$ cat config.mk
export PLATFORM = sky130hd
export DESIGN_NAME = rom_byte_packer
export DESIGN_NICKNAME = d
export VERILOG_FILES = /design/src/rtl/rom_byte_packer.sv
export SDC_FILE = /design/constraint.sdc
export NUM_CORES = 1
export LEC_CHECK = 0
export CAP_MARGIN = 10
export CORE_MARGIN = 2
export CORE_UTILIZATION = 56
export DETAILED_ROUTE_END_ITERATION = 16
export PLACE_DENSITY = 0.78
export REMOVE_ABC_BUFFERS = 1
export SLEW_MARGIN = 10
export SYNTH_ARGS = -nofsm -noshare
export SYNTH_HDL_FRONTEND = slang
export SYNTH_SLANG_ARGS = --single-unit
$ cat constraint.sdc
create_clock -name clock -period 3.98 [get_ports clock]
set_input_delay 0.597 -clock clock [delete_from_list [all_inputs] [get_ports clock]]
set_output_delay 0.597 -clock clock [all_outputs]
set_load 0.01 [all_outputs]
$ cat src/rtl/rom_byte_packer.sv
// rom_byte_packer
// Packs the SPI-flash loader's byte stream into 16-bit words for the
// cartridge ROM write port. Bytes collect in one pending word register;
// completed or evicted words go through a small FIFO whose head drives the
// memory port with a req/ack handshake.
//
// Ports:
//   clock, reset            sole clock; synchronous active-high reset
//   load_addr, load_data    byte address and value from the loader
//   load_strobe             one-cycle pulse, byte valid this cycle
//   load_done               level, loader finished (low again = new load)
//   load_ready              throttle back to the loader (its valid input)
//   mem_addr, mem_wdata     head word address and {odd byte, even byte}
//   mem_be                  head byte enables, bit 0 = even/low byte
//   mem_req, mem_ack        write request; head pops on req & ack
//   pack_done               load finished and every word acknowledged
//   overflow                sticky, a word was dropped at a full FIFO
module rom_byte_packer #(
  parameter int FIFO_DEPTH = 4,
  parameter int ADDR_W     = 20
) (
  input  logic              clock,
  input  logic              reset,
  input  logic [ADDR_W-1:0] load_addr,
  input  logic [7:0]        load_data,
  input  logic              load_strobe,
  input  logic              load_done,
  output logic              load_ready,
  output logic [ADDR_W-2:0] mem_addr,
  output logic [15:0]       mem_wdata,
  output logic [1:0]        mem_be,
  output logic              mem_req,
  input  logic              mem_ack,
  output logic              pack_done,
  output logic              overflow
);

  localparam int WA_W  = ADDR_W - 1;
  localparam int PTR_W = $clog2(FIFO_DEPTH);
  localparam int CNT_W = PTR_W + 1;
  localparam logic [CNT_W-1:0] CNT_FULL  = CNT_W'(FIFO_DEPTH);
  localparam logic [CNT_W-1:0] CNT_READY = CNT_W'(FIFO_DEPTH - 2);
  localparam logic [CNT_W-1:0] CNT_ONE   = CNT_W'(1);
  localparam logic [PTR_W-1:0] PTR_ONE   = PTR_W'(1);

  // pending word register
  logic            pv_q, pv_d;
  logic [WA_W-1:0] pend_waddr_q, pend_waddr_d;
  logic [15:0]     pend_data_q, pend_data_d;
  logic [1:0]      pend_be_q, pend_be_d;

  // incoming byte placed in its lane
  logic [WA_W-1:0] in_waddr;
  logic            in_lane;
  logic [1:0]      lane_be;
  logic [15:0]     fresh_data;
  logic [15:0]     merged_data;
  logic [1:0]      merged_be;

  // word offered to the FIFO this cycle
  logic            push_req;
  logic [WA_W-1:0] push_waddr;
  logic [15:0]     push_data;
  logic [1:0]      push_be;

  // FIFO
  logic [WA_W-1:0]  fifo_addr_q [FIFO_DEPTH];
  logic [15:0]      fifo_data_q [FIFO_DEPTH];
  logic [1:0]       fifo_be_q   [FIFO_DEPTH];
  logic [PTR_W-1:0] wr_ptr_q, rd_ptr_q;
  logic [CNT_W-1:0] count_q, count_d;
  logic             not_empty, pop, push_do, push_drop;

  logic load_ready_q, pack_done_q, overflow_q;

  assign in_waddr    = load_addr[ADDR_W-1:1];
  assign in_lane     = load_addr[0];
  assign lane_be     = in_lane ? 2'b10 : 2'b01;
  assign fresh_data  = in_lane ? {load_data, 8'h00} : {8'h00, load_data};
  assign merged_data = in_lane ? {load_data, pend_data_q[7:0]}
                               : {pend_data_q[15:8], load_data};
  assign merged_be   = pend_be_q | lane_be;

  always_comb begin
    pv_d         = pv_q;
    pend_waddr_d = pend_waddr_q;
    pend_data_d  = pend_data_q;
    pend_be_d    = pend_be_q;
    push_req     = 1'b0;
    push_waddr   = pend_waddr_q;
    push_data    = pend_data_q;
    push_be      = pend_be_q;
    if (load_strobe) begin
      if (pv_q && (pend_waddr_q == in_waddr)) begin
        // same word: merge, a repeated lane simply overwrites
        pend_data_d = merged_data;
        pend_be_d   = merged_be;
        if (merged_be == 2'b11) begin
          push_req  = 1'b1;
          push_data = merged_data;
          push_be   = merged_be;
          pv_d      = 1'b0;
        end
      end else begin
        // a different word evicts the old pending one (still in push_* defaults)
        push_req     = pv_q;
        pv_d         = 1'b1;
        pend_waddr_d = in_waddr;
        pend_data_d  = fresh_data;
        pend_be_d    = lane_be;
      end
    end else if (load_done && pv_q) begin
      // end-of-load flush with whatever lanes were written
      push_req = 1'b1;
      pv_d     = 1'b0;
    end
  end

  assign not_empty = (count_q != '0);
  assign pop       = not_empty & mem_ack;
  // a pop in the same cycle frees the slot the push needs
  assign push_drop = push_req & (count_q == CNT_FULL) & ~pop;
  assign push_do   = push_req & ~push_drop;

  always_comb begin
    count_d = count_q;
    if (push_do && !pop) begin
      count_d = count_q + CNT_ONE;
    end else if (pop && !push_do) begin
      count_d = count_q - CNT_ONE;
    end
  end

  always_ff @(posedge clock) begin
    if (reset) begin
      pv_q         <= 1'b0;
      pend_waddr_q <= '0;
      pend_data_q  <= '0;
      pend_be_q    <= '0;
      wr_ptr_q     <= '0;
      rd_ptr_q     <= '0;
      count_q      <= '0;
      load_ready_q <= 1'b1;
      pack_done_q  <= 1'b0;
      overflow_q   <= 1'b0;
    end else begin
      pv_q         <= pv_d;
      pend_waddr_q <= pend_waddr_d;
      pend_data_q  <= pend_data_d;
      pend_be_q    <= pend_be_d;
      count_q      <= count_d;
      if (push_do) begin
        wr_ptr_q <= wr_ptr_q + PTR_ONE;
      end
      if (pop) begin
        rd_ptr_q <= rd_ptr_q + PTR_ONE;
      end
      // both flags follow the state after this edge
      load_ready_q <= (count_d <= CNT_READY);
      pack_done_q  <= load_done & ~pv_d & (count_d == '0);
      if (push_drop) begin
        overflow_q <= 1'b1;
      end
    end
  end

  // storage needs no reset: the head is masked while the FIFO is empty
  always_ff @(posedge clock) begin
    if (!reset && push_do) begin
      fifo_addr_q[wr_ptr_q] <= push_waddr;
      fifo_data_q[wr_ptr_q] <= push_data;
      fifo_be_q[wr_ptr_q]   <= push_be;
    end
  end

  assign mem_req    = not_empty;
  assign mem_addr   = not_empty ? fifo_addr_q[rd_ptr_q] : '0;
  assign mem_wdata  = not_empty ? fifo_data_q[rd_ptr_q] : '0;
  assign mem_be     = not_empty ? fifo_be_q[rd_ptr_q]   : '0;
  assign load_ready = load_ready_q;
  assign pack_done  = pack_done_q;
  assign overflow   = overflow_q;

endmodule

; ---- Word-level counts from Yosys, hierarchy flattened
; Memories as Yosys holds them, arrays and structs flattened. A register that Yosys moved wholly into a read port is not among the register bits.
; Index checks and enable logic that the tools add are counted.
[totals]
register_bits = 48
latchBits = 0
mem_bits_rw = 148
romBits = 0
out_inout_bits = 41
memories = 3
[classes]
add_sub_neg = 4
n_mul = 0
div_mod_pow = 0
n_lt_le_gt_ge = 1
eq_ne = 3
shift = 0
muxes = 32
bitwise_logic = 11
n_reduce_logical = 11
[memory_table]
columns = memory, words, width, rd, rd_clocked_by_memory_dff, wr, line_no
row1 = fifo_addr_q, 4, 19, 1, 1, 1, 67  ; logic [WA_W-1:0] fifo_addr_q [FIFO_DEPTH];
row2 = fifo_data_q, 4, 16, 1, 1, 1, 68  ; logic [15:0] fifo_data_q [FIFO_DEPTH];
row3 = fifo_be_q, 4, 2, 1, 1, 1, 69  ; logic [1:0] fifo_be_q [FIFO_DEPTH];
[op_table]
columns = operator, count
row1 = $mux W16, 7
row2 = $mux W2, 12
row3 = $eq A19 B19 Y1, 1
row4 = $mux W19, 1
row5 = $mux W1, 10
row6 = $and A1 B1 Y1, 6
row7 = $mux W3, 2
row8 = $logic_and A1 B1 Y1, 5
row9 = $add A2 B1 Y2 const B, 2
row10 = $not A1 Y1, 4
row11 = $add A3 B1 Y3 const B, 1
row12 = $eq A3 B3 Y1 const B, 1
row13 = $le A3 B2 Y1 const B, 1
row14 = $logic_not A1 Y1, 3
row15 = $logic_not A3 Y1, 1
row16 = $reduce_bool A3 Y1, 1
row17 = $sub A3 B1 Y3 const B, 1
row18 = $eq A2 B2 Y1 const B, 1
row19 = $or A2 B2 Y2, 1
row20 = $reduce_and A2 Y1, 1

; ---- Longest topological paths before layout
[logic_depth]
depth_word = 16
mapped_depth = 9
ltp_nobuf = 9

; ---- Least setup slack after synthesis
; Ideal clock, no wire load.
[synth_path]
path_kind = input to register
from = in load_addr[0]
to = mem fifo_addr_q[0][0] (netlist name) (enable)
setup_ns = 0.398
arrival_time_ns = 2.553
t_required_ns = 3.582
path_slack_ns = 1.030
path_stages = 8
cell_sequence = mux2i_2 > nand2_1 > nor3_2 > a21oi_1 > buf_2 > o21ai_0 > nor2_1 > and2_1
[synth_via]
elab_chain_cells = 13
[synth_rtl]
columns = item, line_no
row1 = start: declaration, 24  ; input logic [ADDR_W-1:0] load_addr,
row2 = $mux W2 (*), 78  ; assign lane_be = in_lane ? 2'b10 : 2'b01;
row3 = $or A2 B2 Y2 (*), 82  ; assign merged_be = pend_be_q | lane_be;
row4 = $eq A2 B2 Y1 (*), 98  ; if (merged_be == 2'b11) begin
row5 = $mux W1 (*), 98
row6 = $mux W1 (*), 94  ; if (pv_q && (pend_waddr_q == in_waddr)) begin
row7 = $mux W1 (*), 93  ; if (load_strobe) begin
row8 = $and A1 B1 Y1 (2 in series), 122  ; assign push_drop = push_req & (count_q == CNT_FULL) & ~pop;
row9 = $not A1 Y1, 123  ; assign push_do = push_req & ~push_drop;
row10 = $and A1 B1 Y1 (*), 123
row11 = $logic_and A1 B1 Y1 (*), 169  ; if (!reset && push_do) begin
row12 = $mux W1 (*), 169
row13 = $mux W1 (implied by the code) (*), 170  ; fifo_addr_q[wr_ptr_q] <= push_waddr;
row14 = end: declaration, 67
; Every way passes the cells marked *; elsewhere a longest branch is shown, timed or not.

==> impl_table.tex <==
\begin{tabular}{lr}
\hline
Metric & Value \\
\hline
\multicolumn{2}{l}{\textbf{Synth}} \\
\quad Commonest cells in the netlist & 148 x sky130\_fd\_sc\_hd\_\_edfxtp\_1, 52 x sky130\_fd\_sc\_hd\_\_nor2\_1, 50 x sky130\_fd\_sc\_hd\_\_dfxtp\_1 \\
\quad Area leader, netlist & sky130\_fd\_sc\_hd\_\_edfxtp\_1 \\
\quad Most numerous cell in the Yosys netlist & sky130\_fd\_sc\_hd\_\_edfxtp\_1 \\
\quad Post-synth EDFFs & 148 \\
\quad Synthesized netlist cell count & 493 \\
\quad Sequential area share after synthesis & 67.9\% \\
\quad Top area cells in the synthesized netlist & sky130\_fd\_sc\_hd\_\_edfxtp\_1 55\%, sky130\_fd\_sc\_hd\_\_dfxtp\_1 12\%, sky130\_fd\_sc\_hd\_\_mux4\_2 10\%, sky130\_fd\_sc\_hd\_\_and2\_1 3.2\%, sky130\_fd\_sc\_hd\_\_mux2i\_1 2.6\% \\
\quad Post-synth design cell area & 8020 um2 \\
\quad Unique cell type count in the Yosys netlist & 38 \\
\quad Main synth FF type & sky130\_fd\_sc\_hd\_\_edfxtp\_1 \\
\quad Average size of a mapped cell & 16.3 um2 \\
\quad Count of yosys warnings during synthesis & 0 \\
\quad Flop and latch count out of synthesis & a little under 200 \\
\quad Area share of the largest cell type after synthesis & 55.4\% \\
\quad Async S/R FF share, synth & 0\% \\
\multicolumn{2}{l}{\textbf{Setup path}} \\
\quad Standard cell with the maximum stage delay on the critical path & sky130\_fd\_sc\_hd\_\_dfxtp\_2 \\
\quad Data arrival time of the critical path & 2.65 ns \\
\quad Start-to-end type of the worst setup path & reg2out \\
\quad Maximum net fanout on the critical path & 17 \\
\quad Endpoint kind of the worst setup timing path & output pin \\
\quad Crit-path cells & buf\_4 -> mux4\_2 -> and2\_1 -> clkdlybuf4s50\_1 \\
\quad Reg-to-reg setup timing slack & 1.23 ns \\
\quad Required time of the critical path & 3.38 ns \\
\quad Number of buffer and inverter stages on the critical path & 2 \\
\quad Worst stage delay on the critical path & 0.74 ns \\
\quad CP Launch Type & flop \\
\quad Cell family contributing the most delay on the critical path & buffers and inverters \\
\multicolumn{2}{l}{\textbf{Routing}} \\
\quad Routed via count & around 4500 \\
\quad Top layer used by detailed routing & met4 \\
\quad Vias per cell & 5.76 \\
\quad Routed wire length & 15800 um \\
\quad Met3 WL post-DR & 1060 um \\
\quad Initial DRT Pass Iterations & 5 \\
\quad Iteration-0 DRC Markers & 333 \\
\quad Post-DR wirelength/cell & 20.4 um \\
\quad Length of routed wiring on met1 & around 6500 um \\
\quad Residual DRC count & 0 \\
\quad Routed met2 length & 7980 um \\
\quad Count of antenna-violating nets left after detailed routing & 0 \\
\multicolumn{2}{l}{\textbf{Clocking}} \\
\quad CTS-repair resized insts & 0 \\
\quad Post-CTS setup repair buffer count & 0 \\
\quad \# clock sinks & $\sim$200 \\
\quad Buffer levels on the longest clock path & 2 \\
\quad CTS Buf Count & 17 \\
\quad Count of hold-fix buffers inserted at cts & 0 \\
\quad Clock tree from TritonCTS & done \\
\quad Post-CTS clock slew at the launch and capture registers of the worst setup and hold paths & 0.06 ns \\
\quad Clock network latency to the later pin of the worst-skew pair & about 0.43 ns \\
\quad H-tree depth & 4 \\
\quad Root buffer selected by CTS & sky130\_fd\_sc\_hd\_\_clkbuf\_16 \\
\multicolumn{2}{l}{\textbf{Cells and area}} \\
\quad Layout cell share with drive strength beyond 1 & a little under a fifth \\
\quad Layout Nets & 621 \\
\quad Area growth from synthesis to layout & 20.4\% \\
\quad Fillers & slightly below 900 \\
\quad Count of non-filler cells in the finished layout & between 700 and 800 \\
\quad Non-Filler Cell Area, Final & approximately 9700 um2 \\
\quad Antenna cells & 0 \\
\multicolumn{2}{l}{\textbf{Floorplanning}} \\
\quad Die boundary height & 124 um \\
\quad I/O pin total & 74 \\
\quad Area of the core & 13900 um2 \\
\quad Starting density of the core & 57.6\% \\
\quad Die footprint & 15300 um2 \\
\quad Count of standard-cell rows & 43 \\
\quad Die span in x & 124 um \\
\multicolumn{2}{l}{\textbf{Timing}} \\
\quad Final setup violating endpoints & 0 \\
\quad Period minus WS final & $\sim$3.2 ns \\
\quad Setup TNS & 0 ns \\
\quad Hold Slack & 0.484 ns \\
\quad Unrepaired setup endpoints after global routing & no \\
\quad Remaining max-slew budget at the tightest pin & 51.5\% \\
\quad Tightest Pin Transition & approximately 0.73 ns \\
\quad FMAX & 308 MHz \\
\quad Final period util & about 80\% \\
\quad Worst-case clock skew & 0.00765 ns \\
\quad Total count of max-transition violations in the final report & 0 \\
\quad Final hold vios & 0 \\
\multicolumn{2}{l}{\textbf{Global routing}} \\
\quad Overall Global Routing Usage & 22.5\% \\
\quad Total overflow reported by the global router & 0 \\
\quad Largest net degree at the start of global routing & 50 \\
\quad First-pass GRT wire length & between 20000 and 25000 um \\
\quad Vias in the first global route & 4611 \\
\quad Initial antenna violation count & 0 \\
\multicolumn{2}{l}{\textbf{Placement}} \\
\quad Placed Instance Area & 9050 um2 \\
\quad Placed insts & 742 \\
\quad Port bufs & 73 \\
\quad Detailed placement HPWL & between 10000 and 15000 um \\
\quad Placer congestion estimate & 0.812 \\
\multicolumn{2}{l}{\textbf{Pwr}} \\
\quad Standby leakage power & 3.32 nW \\
\quad Pwr per Cell Area & approximately 610 nW/um2 \\
\quad VDD IR max & 0.000544 V \\
\multicolumn{2}{l}{\textbf{Flow run}} \\
\quad Max capacitance violation total & 0 \\
\multicolumn{2}{l}{\textbf{Min path}} \\
\quad Kind of path behind the tightest hold check & reg2reg \\
\multicolumn{2}{l}{\textbf{Status}} \\
\quad Run status & finished, final reports clean \\
\hline
\end{tabular}
-- worst register-to-register path, delay by kind of cell (launching register included) --
kind,cells,cell delay (ns)
xor+xnor,1,0.15
mux,1,0.44
flops,1,0.46
simple gates,5,1.45
-- logic make-up (layout without fill, tap and decap cells) --
family / count (synthesis) / count (layout) / synth area share (%)
flops: 198 / 198 / 67.9
simple gates: 123 / 123 / 8.03
mux: 75 / 75 / 15.8
compound gates: 36 / 36 / 3.14
buf+inv: 31 / 132 / 1.54
xor+xnor: 23 / 23 / 2.51
fa+ha+maj: 7 / 7 / 1.09
-- state kept, by name, indices dropped and copies added, names as in the netlist, named ones only --
register	cells
pend_data_q	16
overflow	1
fifo_addr_q	76
pend_be_q	2
fifo_be_q	8
pack_done	1
rd_ptr_q	2
load_ready	1
fifo_data_q	64
pv_q	1
pend_waddr_q	19
wr_ptr_q	2
count_q	3
-- layout make-up --
cell class	count	area, um2	area share (%)
clock buffer	20	437	4.52
clock inverter	12	178	1.84
inverter	10	37.5	0.389
multi-input combinational	264	2460	25.4
sequential	198	5450	56.4
tap	180	225	2.33
timing repair buffer	90	878	9.09
-- power by group --
group	switching (mW)	internal, mW	leakage [nW]	total, mW
Clock	0.705	1.05	0.298	1.76
Combinational	0.751	0.968	1.24	1.72
Sequential	0.123	2.30	1.78	2.42
Total	1.58	4.32	3.32	5.90
-- placed cells by master, fill, tap and decap left out, types with 3 or more instances in the layout --
| cell type | count |
|---|---|
| sky130_fd_sc_hd__mux4_2 | 37 |
| sky130_fd_sc_hd__a22oi_1 | 16 |
| sky130_fd_sc_hd__clkbuf_1 | 3 |
| sky130_fd_sc_hd__clkinv_4 | 3 |
| sky130_fd_sc_hd__and2_1 | 37 |
| sky130_fd_sc_hd__clkinv_2 | 3 |
| sky130_fd_sc_hd__bufinv_16 | 4 |
| sky130_fd_sc_hd__o21ai_0 | 4 |
| sky130_fd_sc_hd__dfxtp_1 | 48 |
| sky130_fd_sc_hd__nor3_2 | 3 |
| sky130_fd_sc_hd__clkdlybuf4s50_1 | 72 |
| sky130_fd_sc_hd__mux2_2 | 8 |
| sky130_fd_sc_hd__xnor2_1 | 21 |
| sky130_fd_sc_hd__mux2i_1 | 21 |
| sky130_fd_sc_hd__clkbuf_16 | 17 |
| sky130_fd_sc_hd__buf_4 | 15 |
| sky130_fd_sc_hd__mux2_4 | 8 |
| sky130_fd_sc_hd__a21oi_1 | 7 |
| sky130_fd_sc_hd__nand4_1 | 6 |
| sky130_fd_sc_hd__edfxtp_1 | 148 |
| sky130_fd_sc_hd__and2_2 | 4 |
| sky130_fd_sc_hd__nand2_1 | 10 |
| sky130_fd_sc_hd__inv_1 | 10 |
| sky130_fd_sc_hd__nor2_1 | 52 |
| sky130_fd_sc_hd__ha_1 | 7 |
-- per-layer routing --
layer	GRT usage (%)	up-vias
met5	0	-
met4	7.81	0
met3	5.86	20
met2	36.8	155
met1	29.4	2227
li1	-	2053
-- final timing paths --
check / depth (start not counted) / startpoint / end
worst max-delay path: 4 / flop / mem_wdata[15]
worst min-delay path: 2 / overflow$_SDFFE_PP0P_ / overflow$_SDFFE_PP0P_
worst max register to register: 7 / pend_waddr_q[6]$_SDFFE_PP0P_ / fifo_data_q[3][3]$_DFFE_PP_
worst min register to register: 2 / overflow$_SDFFE_PP0P_ / overflow$_SDFFE_PP0P_
-- metrics by stage --
step / util (%) / worst slack [ns] / power (mW)
3_5_place_dp: 64.9 / 0.603 / 4.20
2_1_floorplan: - / 0.728 / 3.36
6_report: 69.3 / 0.730 / 5.90
5_1_grt: 69.3 / 0.565 / 6.17
4_1_cts: 69.3 / 0.645 / 5.95
3_3_place_gp: 64.9 / 0.742 / 4.17
(Power assumes the default switching activity.)
